File: src/rtl/data_mem_controller_if.sv
// Bus bundles for the data-memory arbiter: core-facing and memory-facing sides.

interface consumer_mem_if #(
    parameter int unsigned NUM_CONSUMERS = 4,
    parameter int unsigned ADDR_BITS     = 8,
    parameter int unsigned DATA_BITS     = 8
);
    logic [NUM_CONSUMERS-1:0]           consumer_read_valid;
    logic [NUM_CONSUMERS*ADDR_BITS-1:0] consumer_read_address;
    logic [NUM_CONSUMERS-1:0]           consumer_read_ready;
    logic [NUM_CONSUMERS*DATA_BITS-1:0] consumer_read_data;
    logic [NUM_CONSUMERS-1:0]           consumer_write_valid;
    logic [NUM_CONSUMERS*ADDR_BITS-1:0] consumer_write_address;
    logic [NUM_CONSUMERS*DATA_BITS-1:0] consumer_write_data;
    logic [NUM_CONSUMERS-1:0]           consumer_write_ready;

    // Cores issue requests
    modport master (
        output consumer_read_valid, consumer_read_address,
        output consumer_write_valid, consumer_write_address, consumer_write_data,
        input  consumer_read_ready, consumer_read_data, consumer_write_ready
    );

    // Controller serves requests
    modport slave (
        input  consumer_read_valid, consumer_read_address,
        input  consumer_write_valid, consumer_write_address, consumer_write_data,
        output consumer_read_ready, consumer_read_data, consumer_write_ready
    );
endinterface

interface ext_mem_if #(
    parameter int unsigned ADDR_BITS = 8,
    parameter int unsigned DATA_BITS = 8
);
    logic                 mem_read_valid;
    logic [ADDR_BITS-1:0] mem_read_address;
    logic                 mem_read_ready;
    logic [DATA_BITS-1:0] mem_read_data;
    logic                 mem_write_valid;
    logic [ADDR_BITS-1:0] mem_write_address;
    logic [DATA_BITS-1:0] mem_write_data;
    logic                 mem_write_ready;

    // Controller drives the memory
    modport master (
        output mem_read_valid, mem_read_address,
        output mem_write_valid, mem_write_address, mem_write_data,
        input  mem_read_ready, mem_read_data, mem_write_ready
    );

    // External memory answers
    modport slave (
        input  mem_read_valid, mem_read_address,
        input  mem_write_valid, mem_write_address, mem_write_data,
        output mem_read_ready, mem_read_data, mem_write_ready
    );
endinterface

File: src/rtl/data_mem_controller.sv
// Round-robin arbiter putting many cores' data-memory reads/writes onto one
// shared memory port, one transaction in flight at a time.

module data_mem_controller #(
    parameter int unsigned NUM_CONSUMERS = 4,
    parameter int unsigned ADDR_BITS     = 8,
    parameter int unsigned DATA_BITS     = 8
) (
    input  logic         clk,
    input  logic         reset,
    consumer_mem_if.slave cons,
    ext_mem_if.master     mem,
    output logic         busy
);
    localparam int unsigned ID_W = (NUM_CONSUMERS > 1) ? $clog2(NUM_CONSUMERS) : 1;
    localparam int unsigned NC   = NUM_CONSUMERS;

    typedef enum logic [1:0] {IDLE, READ_WAITING, WRITE_WAITING, RELAYING} state_t;

    state_t                  state_q, state_d;
    logic [ID_W-1:0]         rr_ptr_q, rr_ptr_d;
    logic [ID_W-1:0]         grant_id_q, grant_id_d;
    logic                    grant_is_write_q, grant_is_write_d;
    logic                    mem_read_valid_q, mem_read_valid_d;
    logic [ADDR_BITS-1:0]    mem_read_address_q, mem_read_address_d;
    logic                    mem_write_valid_q, mem_write_valid_d;
    logic [ADDR_BITS-1:0]    mem_write_address_q, mem_write_address_d;
    logic [DATA_BITS-1:0]    mem_write_data_q, mem_write_data_d;
    logic [NC-1:0]           read_ready_q, read_ready_d;
    logic [NC-1:0]           write_ready_q, write_ready_d;
    logic [NC*DATA_BITS-1:0] read_data_q, read_data_d;
    logic                    busy_q, busy_d;

    logic                    sel_found;
    logic [ID_W-1:0]         sel_id;
    logic [ID_W-1:0]         cand;
    logic                    sel_read_valid;
    logic [ADDR_BITS-1:0]    sel_read_addr;
    logic [ADDR_BITS-1:0]    sel_write_addr;
    logic [DATA_BITS-1:0]    sel_write_data;
    logic                    grant_read_valid;
    logic                    grant_write_valid;

    // Round-robin search: first requesting core at or after rr_ptr, wrapping
    always_comb begin
        sel_found = 1'b0;
        sel_id    = '0;
        cand      = '0;
        for (int unsigned k = 0; k < NC; k++) begin
            cand = ID_W'((32'(rr_ptr_q) + k) % NC);
            if (!sel_found && (cons.consumer_read_valid[cand] || cons.consumer_write_valid[cand])) begin
                sel_found = 1'b1;
                sel_id    = cand;
            end
        end
    end

    // Per-core request muxes for the candidate being granted and the core holding the grant
    always_comb begin
        sel_read_valid    = 1'b0;
        sel_read_addr     = '0;
        sel_write_addr    = '0;
        sel_write_data    = '0;
        grant_read_valid  = 1'b0;
        grant_write_valid = 1'b0;
        for (int unsigned i = 0; i < NC; i++) begin
            if (ID_W'(i) == sel_id) begin
                sel_read_valid = cons.consumer_read_valid[i];
                sel_read_addr  = cons.consumer_read_address[i*ADDR_BITS +: ADDR_BITS];
                sel_write_addr = cons.consumer_write_address[i*ADDR_BITS +: ADDR_BITS];
                sel_write_data = cons.consumer_write_data[i*DATA_BITS +: DATA_BITS];
            end
            if (ID_W'(i) == grant_id_q) begin
                grant_read_valid  = cons.consumer_read_valid[i];
                grant_write_valid = cons.consumer_write_valid[i];
            end
        end
    end

    // Next-state and registered-output logic
    always_comb begin
        state_d             = state_q;
        rr_ptr_d            = rr_ptr_q;
        grant_id_d          = grant_id_q;
        grant_is_write_d    = grant_is_write_q;
        mem_read_valid_d    = mem_read_valid_q;
        mem_read_address_d  = mem_read_address_q;
        mem_write_valid_d   = mem_write_valid_q;
        mem_write_address_d = mem_write_address_q;
        mem_write_data_d    = mem_write_data_q;
        read_data_d         = read_data_q;
        read_ready_d        = '0;
        write_ready_d       = '0;

        case (state_q)
            IDLE: begin
                if (sel_found) begin
                    grant_id_d = sel_id;
                    // A core with both requests pending gets its read first
                    if (sel_read_valid) begin
                        grant_is_write_d   = 1'b0;
                        mem_read_valid_d   = 1'b1;
                        mem_read_address_d = sel_read_addr;
                        state_d            = READ_WAITING;
                    end else begin
                        grant_is_write_d    = 1'b1;
                        mem_write_valid_d   = 1'b1;
                        mem_write_address_d = sel_write_addr;
                        mem_write_data_d    = sel_write_data;
                        state_d             = WRITE_WAITING;
                    end
                end
            end
            READ_WAITING: begin
                if (mem.mem_read_ready) begin
                    mem_read_valid_d = 1'b0;
                    for (int unsigned i = 0; i < NC; i++) begin
                        if (ID_W'(i) == grant_id_q) begin
                            read_data_d[i*DATA_BITS +: DATA_BITS] = mem.mem_read_data;
                            read_ready_d[i]                       = 1'b1;
                        end
                    end
                    state_d = RELAYING;
                end
            end
            WRITE_WAITING: begin
                if (mem.mem_write_ready) begin
                    mem_write_valid_d = 1'b0;
                    for (int unsigned i = 0; i < NC; i++) begin
                        if (ID_W'(i) == grant_id_q) begin
                            write_ready_d[i] = 1'b1;
                        end
                    end
                    state_d = RELAYING;
                end
            end
            RELAYING: begin
                // Only the served direction releases the grant; the other may stay pending
                if (grant_is_write_q ? !grant_write_valid : !grant_read_valid) begin
                    rr_ptr_d = (grant_id_q == ID_W'(NC - 1)) ? '0 : grant_id_q + ID_W'(1);
                    state_d  = IDLE;
                end
            end
            default: state_d = IDLE;
        endcase

        busy_d = (state_d != IDLE);
    end

    // State and output registers
    always_ff @(posedge clk or negedge reset) begin
        if (!reset) begin
            state_q             <= IDLE;
            rr_ptr_q            <= '0;
            grant_id_q          <= '0;
            grant_is_write_q    <= 1'b0;
            mem_read_valid_q    <= 1'b0;
            mem_read_address_q  <= '0;
            mem_write_valid_q   <= 1'b0;
            mem_write_address_q <= '0;
            mem_write_data_q    <= '0;
            read_ready_q        <= '0;
            write_ready_q       <= '0;
            read_data_q         <= '0;
            busy_q              <= 1'b0;
        end else begin
            state_q             <= state_d;
            rr_ptr_q            <= rr_ptr_d;
            grant_id_q          <= grant_id_d;
            grant_is_write_q    <= grant_is_write_d;
            mem_read_valid_q    <= mem_read_valid_d;
            mem_read_address_q  <= mem_read_address_d;
            mem_write_valid_q   <= mem_write_valid_d;
            mem_write_address_q <= mem_write_address_d;
            mem_write_data_q    <= mem_write_data_d;
            read_ready_q        <= read_ready_d;
            write_ready_q       <= write_ready_d;
            read_data_q         <= read_data_d;
            busy_q              <= busy_d;
        end
    end

    assign cons.consumer_read_ready  = read_ready_q;
    assign cons.consumer_read_data   = read_data_q;
    assign cons.consumer_write_ready = write_ready_q;
    assign mem.mem_read_valid        = mem_read_valid_q;
    assign mem.mem_read_address      = mem_read_address_q;
    assign mem.mem_write_valid       = mem_write_valid_q;
    assign mem.mem_write_address     = mem_write_address_q;
    assign mem.mem_write_data        = mem_write_data_q;
    assign busy                      = busy_q;

endmodule

File: src/flat_wrapper.sv
// flat-port wrapper written by rule: the top's interface ports become plain ports
module data_mem_controller_flat 
#(
    parameter int unsigned NUM_CONSUMERS = 4,
    parameter int unsigned ADDR_BITS     = 8,
    parameter int unsigned DATA_BITS     = 8
)
  (clk, reset, busy, cons_consumer_read_valid, cons_consumer_read_address, cons_consumer_write_valid, cons_consumer_write_address, cons_consumer_write_data, cons_consumer_read_ready, cons_consumer_read_data, cons_consumer_write_ready, mem_mem_read_valid, mem_mem_read_address, mem_mem_write_valid, mem_mem_write_address, mem_mem_write_data, mem_mem_read_ready, mem_mem_read_data, mem_mem_write_ready);
  consumer_mem_if #(.NUM_CONSUMERS(NUM_CONSUMERS), .ADDR_BITS(ADDR_BITS), .DATA_BITS(DATA_BITS)) cons_i ();
  ext_mem_if #(.ADDR_BITS(ADDR_BITS), .DATA_BITS(DATA_BITS)) mem_i ();
  input  logic clk;
  input  logic reset;
  output logic busy;
  input wire logic [$bits(cons_i.consumer_read_valid)-1:0] cons_consumer_read_valid;
  input wire logic [$bits(cons_i.consumer_read_address)-1:0] cons_consumer_read_address;
  input wire logic [$bits(cons_i.consumer_write_valid)-1:0] cons_consumer_write_valid;
  input wire logic [$bits(cons_i.consumer_write_address)-1:0] cons_consumer_write_address;
  input wire logic [$bits(cons_i.consumer_write_data)-1:0] cons_consumer_write_data;
  output wire logic [$bits(cons_i.consumer_read_ready)-1:0] cons_consumer_read_ready;
  output wire logic [$bits(cons_i.consumer_read_data)-1:0] cons_consumer_read_data;
  output wire logic [$bits(cons_i.consumer_write_ready)-1:0] cons_consumer_write_ready;
  output wire logic [$bits(mem_i.mem_read_valid)-1:0] mem_mem_read_valid;
  output wire logic [$bits(mem_i.mem_read_address)-1:0] mem_mem_read_address;
  output wire logic [$bits(mem_i.mem_write_valid)-1:0] mem_mem_write_valid;
  output wire logic [$bits(mem_i.mem_write_address)-1:0] mem_mem_write_address;
  output wire logic [$bits(mem_i.mem_write_data)-1:0] mem_mem_write_data;
  input wire logic [$bits(mem_i.mem_read_ready)-1:0] mem_mem_read_ready;
  input wire logic [$bits(mem_i.mem_read_data)-1:0] mem_mem_read_data;
  input wire logic [$bits(mem_i.mem_write_ready)-1:0] mem_mem_write_ready;
  assign cons_i.consumer_read_valid = cons_consumer_read_valid;
  assign cons_i.consumer_read_address = cons_consumer_read_address;
  assign cons_i.consumer_write_valid = cons_consumer_write_valid;
  assign cons_i.consumer_write_address = cons_consumer_write_address;
  assign cons_i.consumer_write_data = cons_consumer_write_data;
  assign cons_consumer_read_ready = cons_i.consumer_read_ready;
  assign cons_consumer_read_data = cons_i.consumer_read_data;
  assign cons_consumer_write_ready = cons_i.consumer_write_ready;
  assign mem_mem_read_valid = mem_i.mem_read_valid;
  assign mem_mem_read_address = mem_i.mem_read_address;
  assign mem_mem_write_valid = mem_i.mem_write_valid;
  assign mem_mem_write_address = mem_i.mem_write_address;
  assign mem_mem_write_data = mem_i.mem_write_data;
  assign mem_i.mem_read_ready = mem_mem_read_ready;
  assign mem_i.mem_read_data = mem_mem_read_data;
  assign mem_i.mem_write_ready = mem_mem_write_ready;
  data_mem_controller #(.NUM_CONSUMERS(NUM_CONSUMERS), .ADDR_BITS(ADDR_BITS), .DATA_BITS(DATA_BITS)) u_core (.clk(clk), .reset(reset), .cons(cons_i), .mem(mem_i), .busy(busy));
endmodule
File: config.mk
export PLATFORM = sky130hd
export DESIGN_NAME = data_mem_controller_flat
export DESIGN_NICKNAME = d
export VERILOG_FILES = /design/src/rtl/data_mem_controller_if.sv /design/src/rtl/data_mem_controller.sv /design/src/flat_wrapper.sv
export SDC_FILE = /design/constraint.sdc
export NUM_CORES = 1
export LEC_CHECK = 0
export BUFFER_PORTS_ARGS = -buffer_cell sky130_fd_sc_hd__buf_2
export CORE_MARGIN = 2
export CORE_UTILIZATION = 45
export CTS_BUF_LIST = sky130_fd_sc_hd__clkbuf_8 sky130_fd_sc_hd__clkbuf_16
export DETAILED_ROUTE_END_ITERATION = 16
export PLACE_DENSITY = 0.86
export SYNTH_ARGS = -nofsm -noshare
export SYNTH_HDL_FRONTEND = slang
export SYNTH_SLANG_ARGS = --single-unit
File: constraint.sdc
create_clock -name clk -period 2.9 [get_ports clk]
set_clock_uncertainty 0.15 [all_clocks]
set_input_delay 0.29 -clock clk [delete_from_list [all_inputs] [get_ports clk]]
set_output_delay 0.29 -clock clk [all_outputs]
set_load 0.005 [all_outputs]
==> flow_summary.ini, run 1 <==
[floorplanning]
coreArea_mm2 = 0.00822
die_w_um = 96.1
top_level_ports = 183
fp-row-count = 33
design.die.area_mm2 = 0.00924
initial_utilization_pct = 46.5
fp.dieH_um = 96.1

[timing]
layout_worst_path_cycle_share_pct = 86.9
slew_headroom_pct = 39.3
final_hold_viol_count = 0
worstMarginPinSlew_ps = 910
finalSetupViolCount = 0
hold_ws_ps = 90.2
post-route-min-period_ps = 2520
post-route-worst-setup-slack_ps = 380
fmax_mhz = 397
timing.final.max_slew_violations = 0
timing.setup.tns_ps = 0
grt_setup_unrepaired = false

[logic_synthesis]
synth-seq-cells = 74
mappedNetlistArea_mm2 = 0.00382
synthDistinctLibCells = 36
synth.yosys.seq_area_share_pct = 48.5
postSynth.asyncResetShare_pct = 100
syn_area_per_cell_um2 = 13.1
synth_adder_area_share_pct = 1.31
synthFlopType = sky130_fd_sc_hd__dfrtp_1
synth-edff-count = 0
synth_top_family_by_area = multiplexers
synth-warning-count = 0
post_synth_xor_xnor_area_pct = 0
mappedNetlistNets = 412
yosys.area_share.simple_pct = 5.11
synth_compound_area_share_pct = 4.55
cells_after_synth = 292
muxShareOfSynthArea_pct = 37.6

[global_routing]
track_usage_pct = 20.0
groute.layer.met3.usage_pct = 6.19
gr_util_met1_pct = 24.4
number_of_antenna_violations_at_the_first_check_in_global_routing = 0
grt_pass1_wl_mm = 14.1
largest_net_degree_at_the_start_of_global_routing = 75
grt_overflow = 0
grt-busiest-layer = met2
grt_pass1_vias = 2937
grtUsageMet2_pct = 35.0

[clock_tree]
tritoncts.num_buffers = 9
reg_clk_slew_reported_paths_ps = 80
clock_tree.buffer_depth = 2
tritoncts = built
cts.repair.resized = 0
cts-htree-levels = 3
clk_latency_ps = 330
clkSinkCount = 74
clock-root-buffer = sky130_fd_sc_hd__clkbuf_8

[min_path]
timing.hold.worst_path_depth = 2
hold-path-endpoint = u_core.cons.consumer_read_data[16]$_DFFE_PN0P_
hold_class = input port to register
hold_path.startpoint = mem_mem_read_data[0]

[routing]
drt.antenna.violating_nets = 0
post_drt_via_cell_ratio = 5.15
drc_errors = 0
vias = 3035
tritonroute_pass_1_iters = 6
routedWlPerCell_um = 16.1
first_iter_violations = 162
drt_wl_total_mm = 9.47

[pwr]
total_power_mw = 4.85
max-vdd-ir-drop_uv = 553
p_leak_nw = 2.70
power.density_mw_per_mm2 = 968

[place]
port-buffer-count = 182
gp_congestion = 0.768
hpwlAfterDp_mm = 7.20
dpl_worst_slack_ps = 405

[cells_and_area]
layout-area-overhead-vs-synth_pct = 31.1
final_net_count = 599
multiInputGateArea_mm2 = 0.00186
n_antenna_cell = 0
fillerInstances = 708
ff_latch_area_mm2 = 0.00185
drive_gt1_share_pct = 54.5

[worst_setup_path]
rr_endpoint = u_core.mem.mem_read_address[4]$_DFFE_PN0P_
cp_max_fo = 8
critical_path_class = register to register
worst-endpoint-required_ps = 2960
ff2ff_path_depth = 7
setup.worst_path.end_class = register
worstReg2RegStart = u_core.rr_ptr_q[1]$_DFFE_PN0P_
critical_path.startpoint_type = register
ff_to_ff_setup_slack_ps = 380
timing.critical_path.arrival_ps = 2580

[status]
status = finished, final reports clean

[job]
max-cap-violations = 0
repair_timing:
action / CTS / global route
setup buffers: 0 / 0
hold buffers: 1 / 0
hold endpoints to repair: 74 / 0
cell families (layout without fill, tap and decap cells):
kind of cell               after synthesis  in the layout
muxes                                  133            133
adders and majority gates                4              4
DFF                                     74             74
and+or+nand+nor                         37             37
AOI/OAI and AO/OA                       24             24
buffers and inverters                   20            212
flip-flops by register name (all words and copies together), names as in the netlist:
signal,count
u_core.busy,1
u_core.cons.consumer_read_data,32
u_core.cons.consumer_read_ready,4
u_core.cons.consumer_write_ready,4
u_core.grant_id_q,2
u_core.grant_is_write_q,1
u_core.mem.mem_read_address,8
u_core.mem.mem_read_valid,1
u_core.mem.mem_write_address,8
u_core.mem.mem_write_data,8
u_core.mem.mem_write_valid,1
u_core.rr_ptr_q,2
u_core.state_q,2
final cells by class:
class                           instances  share of cell area [%]
Clock buffer                            9                    2.47
Clock inverter                          7                   0.774
Inverter                                9                   0.674
Multi-Input combinational cell        198                    37.2
Sequential cell                        74                    37.0
Tap cell                              105                    2.62
Timing Repair Buffer                  187                    19.3
layer usage:
metal | wire (um) | up-vias | share of wire, %
met5 | 0 | - | 0
met4 | 30 | 0 | 0.32
met3 | 942 | 4 | 10
met2 | 4720 | 146 | 50
met1 | 3770 | 1458 | 40
li1 | - | 1427 | -
critical path, cell delays in order (launching register included):
cell,delay [ps]
sky130_fd_sc_hd__dfrtp_1,460
sky130_fd_sc_hd__nor3_1,240
sky130_fd_sc_hd__a211oi_2,110
sky130_fd_sc_hd__or3b_1,360
sky130_fd_sc_hd__and4bb_1,240
sky130_fd_sc_hd__nor3_2,270
sky130_fd_sc_hd__buf_4,240
sky130_fd_sc_hd__mux2_2,340
cell usage in the layout (no fill, tap or decap), drive strengths merged, types with 4 or more instances in the layout:
master  netlist  routed
buf          11     186
dfrtp        74      74
mux2i        73      73
mux2         60      60
nand2        13      13
inv           9      11
clkbuf        0       9
nor2          7       7
a21oi         6       6
nor3          5       5
and2          4       4
ha            4       4
clkinv        0       4
how the worst max path moves through the flow:
stage | depth (start not counted) | from | slack [ps] | to
after global placement | 7 | u_core.rr_ptr_q[1]$_DFFE_PN0P_ | 490 | u_core.mem.mem_write_address[1]$_DFFE_PN0P_
after floorplan | 8 | u_core.rr_ptr_q[1]$_DFFE_PN0P_ | 600 | u_core.mem.mem_write_address[6]$_DFFE_PN0P_
final | 7 | u_core.rr_ptr_q[1]$_DFFE_PN0P_ | 380 | u_core.mem.mem_read_address[4]$_DFFE_PN0P_
after detailed placement | 8 | cons_consumer_write_valid[1] | 400 | u_core.mem.mem_read_address[4]$_DFFE_PN0P_
after CTS | 7 | u_core.rr_ptr_q[1]$_DFFE_PN0P_ | 390 | u_core.mem.mem_read_address[4]$_DFFE_PN0P_
after global routing | 7 | u_core.rr_ptr_q[1]$_DFFE_PN0P_ | 280 | u_core.mem.mem_read_address[4]$_DFFE_PN0P_
per-stage QoR:
step                area [um2]  util [%]  std cells
detailed placement        4840      58.9        572
global route              5010      61.0        589
finish                    5010      61.0        589
floorplan                 3820         -        292
global placement          4840      58.9        572
CTS                       5010      61.0        589
power breakdown:
group | total, mW | internal [mW] | leakage (nW) | switching [mW]
Clock | 0.660 | 0.301 | 0.0914 | 0.359
Sequential | 1.81 | 1.51 | 0.906 | 0.296
Combinational | 2.38 | 1.33 | 1.70 | 1.05
Total | 4.85 | 3.14 | 2.70 | 1.71
Yosys cell counts, types with 2 or more instances:
library cell               instances  area, um2
sky130_fd_sc_hd__buf_6             3       33.8
sky130_fd_sc_hd__ha_1              4       50.1
sky130_fd_sc_hd__nor3_1            4       20.0
sky130_fd_sc_hd__dfrtp_1          74       1850
sky130_fd_sc_hd__a21oi_1           6       30.0
sky130_fd_sc_hd__o31ai_1           2       15.0
sky130_fd_sc_hd__o22a_1            2       17.5
sky130_fd_sc_hd__inv_1             9       33.8
sky130_fd_sc_hd__o21ai_0           3       15.0
sky130_fd_sc_hd__nor2_1            6       22.5
sky130_fd_sc_hd__nand2_1          13       48.8
sky130_fd_sc_hd__buf_2             6       30.0
sky130_fd_sc_hd__nand3b_1          2       15.0
sky130_fd_sc_hd__o21a_1            3       22.5
sky130_fd_sc_hd__mux2_2           51        574
sky130_fd_sc_hd__mux2_4            8        120
sky130_fd_sc_hd__and2_1            4       25.0
sky130_fd_sc_hd__buf_4             2       15.0
sky130_fd_sc_hd__mux2i_1          73        731
Note: power is estimated with default switching activity, not from simulation.
==> inputs of run 2 (changes only) <==
--- a/config.mk
+++ b/config.mk
@@ -9,6 +9,7 @@
 export CORE_MARGIN = 2
-export CORE_UTILIZATION = 45
+export CORE_UTILIZATION = 35
 export CTS_BUF_LIST = sky130_fd_sc_hd__clkbuf_8 sky130_fd_sc_hd__clkbuf_16
 export DETAILED_ROUTE_END_ITERATION = 16
-export PLACE_DENSITY = 0.86
+export PLACE_DENSITY = 0.71
+export SETUP_SLACK_MARGIN = 0.3
 export SYNTH_ARGS = -nofsm -noshare
==> constraint.sdc (replaced) <==
create_clock -name clk -period 2.9 [get_ports clk]
set_clock_uncertainty 0.15 [all_clocks]
set_input_delay 0.145 -clock clk [delete_from_list [all_inputs] [get_ports clk]]
set_output_delay 0.145 -clock clk [all_outputs]
set_load 0.005 [all_outputs]
==> flow_summary.ini, run 2 (same netlist as run 1, synthesis figures left out) <==
[worst_setup_path]
path_buf_inv = 1
cp_slowest_cell = sky130_fd_sc_hd__dfrtp_1
critical_path_class = register to register
worst-endpoint-required_ps = 2980
setup.worst_path.end_class = register
crit_path_cell_trace = nor3_2, a211oi_2, or3b_1, and4bb_1, o21bai_2, buf_6, mux2_2
worst_path_largest_cell_delay_ps = 470
critical-path-top-delay-family = simple AND/OR/NAND/NOR gates
timing.critical_path.arrival_ps = 2500
ff_to_ff_setup_slack_ps = 490
cp_max_fo = 18
critical_path.startpoint_type = register

[timing]
finalSetupViolCount = 0
post-route-min-period_ps = 2410
final_hold_viol_count = 0
timing.final.max_slew_violations = 0
layout_worst_path_cycle_share_pct = 83.2
timing.setup.tns_ps = 0
grt_setup_unrepaired = false
slew_headroom_pct = 39.0
worstMarginPinSlew_ps = 915
fmax_mhz = 414

[clock_tree]
clock_tree.buffer_depth = 2
clock-root-buffer = sky130_fd_sc_hd__clkbuf_8
reg_clk_slew_reported_paths_ps = 80
clkSinkCount = 74
tritoncts = built
cts-htree-levels = 3
clk_latency_ps = 350
tritoncts.num_buffers = 9

[routing]
highest-signal-layer = met4
route.met3.wl_um = 965
total_length_of_routed_met2_wires_mm = 4.58
post_drt_via_cell_ratio = 4.76
tritonroute_pass_1_iters = 5
drc_errors = 0
drt_wl_total_mm = 9.59
vias = 3015
drt.antenna.violating_nets = 0
first_iter_violations = 94
wirelength_met1_mm = 3.90
routedWlPerCell_um = 15.1

[floorplanning]
die_w_um = 108
fp-row-count = 38
top_level_ports = 183
fp.dieH_um = 108
coreArea_mm2 = 0.0107
initial_utilization_pct = 35.5
design.die.area_mm2 = 0.0118

[cells_and_area]
final_net_count = 609
layout-area-overhead-vs-synth_pct = 36.5
n_antenna_cell = 0
drive_gt1_share_pct = 54.3
design_area_mm2 = 0.00522
flip_flop_count_of_the_largest_register_after_layout = 32
fin_util_pct = 48.5
fillerInstances = 998
ff_latch_area_mm2 = 0.00185
final_cell_mix = sky130_fd_sc_hd__buf_2, sky130_fd_sc_hd__dfrtp_1, sky130_fd_sc_hd__mux2i_1
multiInputGateArea_mm2 = 0.00188
commonest_non_fill_non_tap_cell_in_the_layout = sky130_fd_sc_hd__buf_2

[pwr]
p_leak_nw = 2.76
power.density_mw_per_mm2 = 970
max-vdd-ir-drop_uv = 465

[status]
status = finished, final reports clean

[global_routing]
grt_overflow = 0
track_usage_pct = 16.1
number_of_antenna_violations_at_the_first_check_in_global_routing = 0
largest_net_degree_at_the_start_of_global_routing = 75
grt_pass1_wl_mm = 14.7
grt_pass1_vias = 3137

[place]
hpwlAfterDp_mm = 7.13
port-buffer-count = 182
gp_congestion = 0.780
placed_inst_area_mm2 = 0.00488

[job]
max-cap-violations = 0

[min_path]
hold_class = input port to register
## run 2: timing repair
item / 4_1_cts / 5_1_grt
buffers inserted: 0 / 1
hold endpoints to repair: 107 / 0
hold buffers: 10 / 0
gates resized for setup: 0 / 3
setup endpoints to repair: 0 / 24
## run 2: path summary, 6_finish.rpt
check / start / depth (start not counted) / to
worst max-delay path: u_core.rr_ptr_q[1]$_DFFE_PN0P_ / 7 / u_core.mem.mem_write_address[5]$_DFFE_PN0P_
worst min-delay path: cons_consumer_write_address[9] / 4 / u_core.mem.mem_write_address[1]$_DFFE_PN0P_
worst max register to register: u_core.rr_ptr_q[1]$_DFFE_PN0P_ / 7 / u_core.mem.mem_write_address[5]$_DFFE_PN0P_
worst min register to register: u_core.mem.mem_read_address[7]$_DFFE_PN0P_ / 1 / u_core.mem.mem_read_address[7]$_DFFE_PN0P_
max in group asynchronous: reset / 2 / u_core.mem.mem_write_data[4]$_DFFE_PN0P_
min in group asynchronous: reset / 2 / u_core.cons.consumer_read_data[5]$_DFFE_PN0P_
## run 2: final cells by class
type	count	share of cell area, %
Sequential cell	74	35.5
Inverter	9	0.648
Timing Repair Buffer	197	20.5
Clock buffer	11	2.90
Multi-Input combinational cell	198	36.0
Clock inverter	5	1.15
Tap cell	140	3.36
## run 2: stage by stage
stage | hold WS [ps] | power [mW] | setup slack (ps) | cells
2_1_floorplan | -301 | 3.38 | 597 | 292
3_3_place_gp | 181 | 4.14 | 474 | 607
3_5_place_dp | 200 | 4.23 | 371 | 607
4_1_cts | 58.8 | 5.11 | 353 | 633
5_1_grt | 84.4 | 5.44 | 334 | 634
6_report | 72.2 | 5.06 | 487 | 634
## run 2: where the power goes
part	internal (mW)	total, mW	switching [mW]
Sequential	1.51	1.79	0.281
Combinational	1.35	2.43	1.08
Clock	0.449	0.841	0.392
## run 2: per-layer routing
layer	vias to the layer above	track usage, %
met3	11	5.06
met2	144	27.9
met5	-	0
li1	1452	-
met1	1408	18.5
met4	0	6.23
## run 2: tightest hold or removal path: stages
cell and delay, ps:
sky130_fd_sc_hd__buf_2 70, sky130_fd_sc_hd__mux2i_1 50, sky130_fd_sc_hd__mux2i_1 110, sky130_fd_sc_hd__mux2_2 150
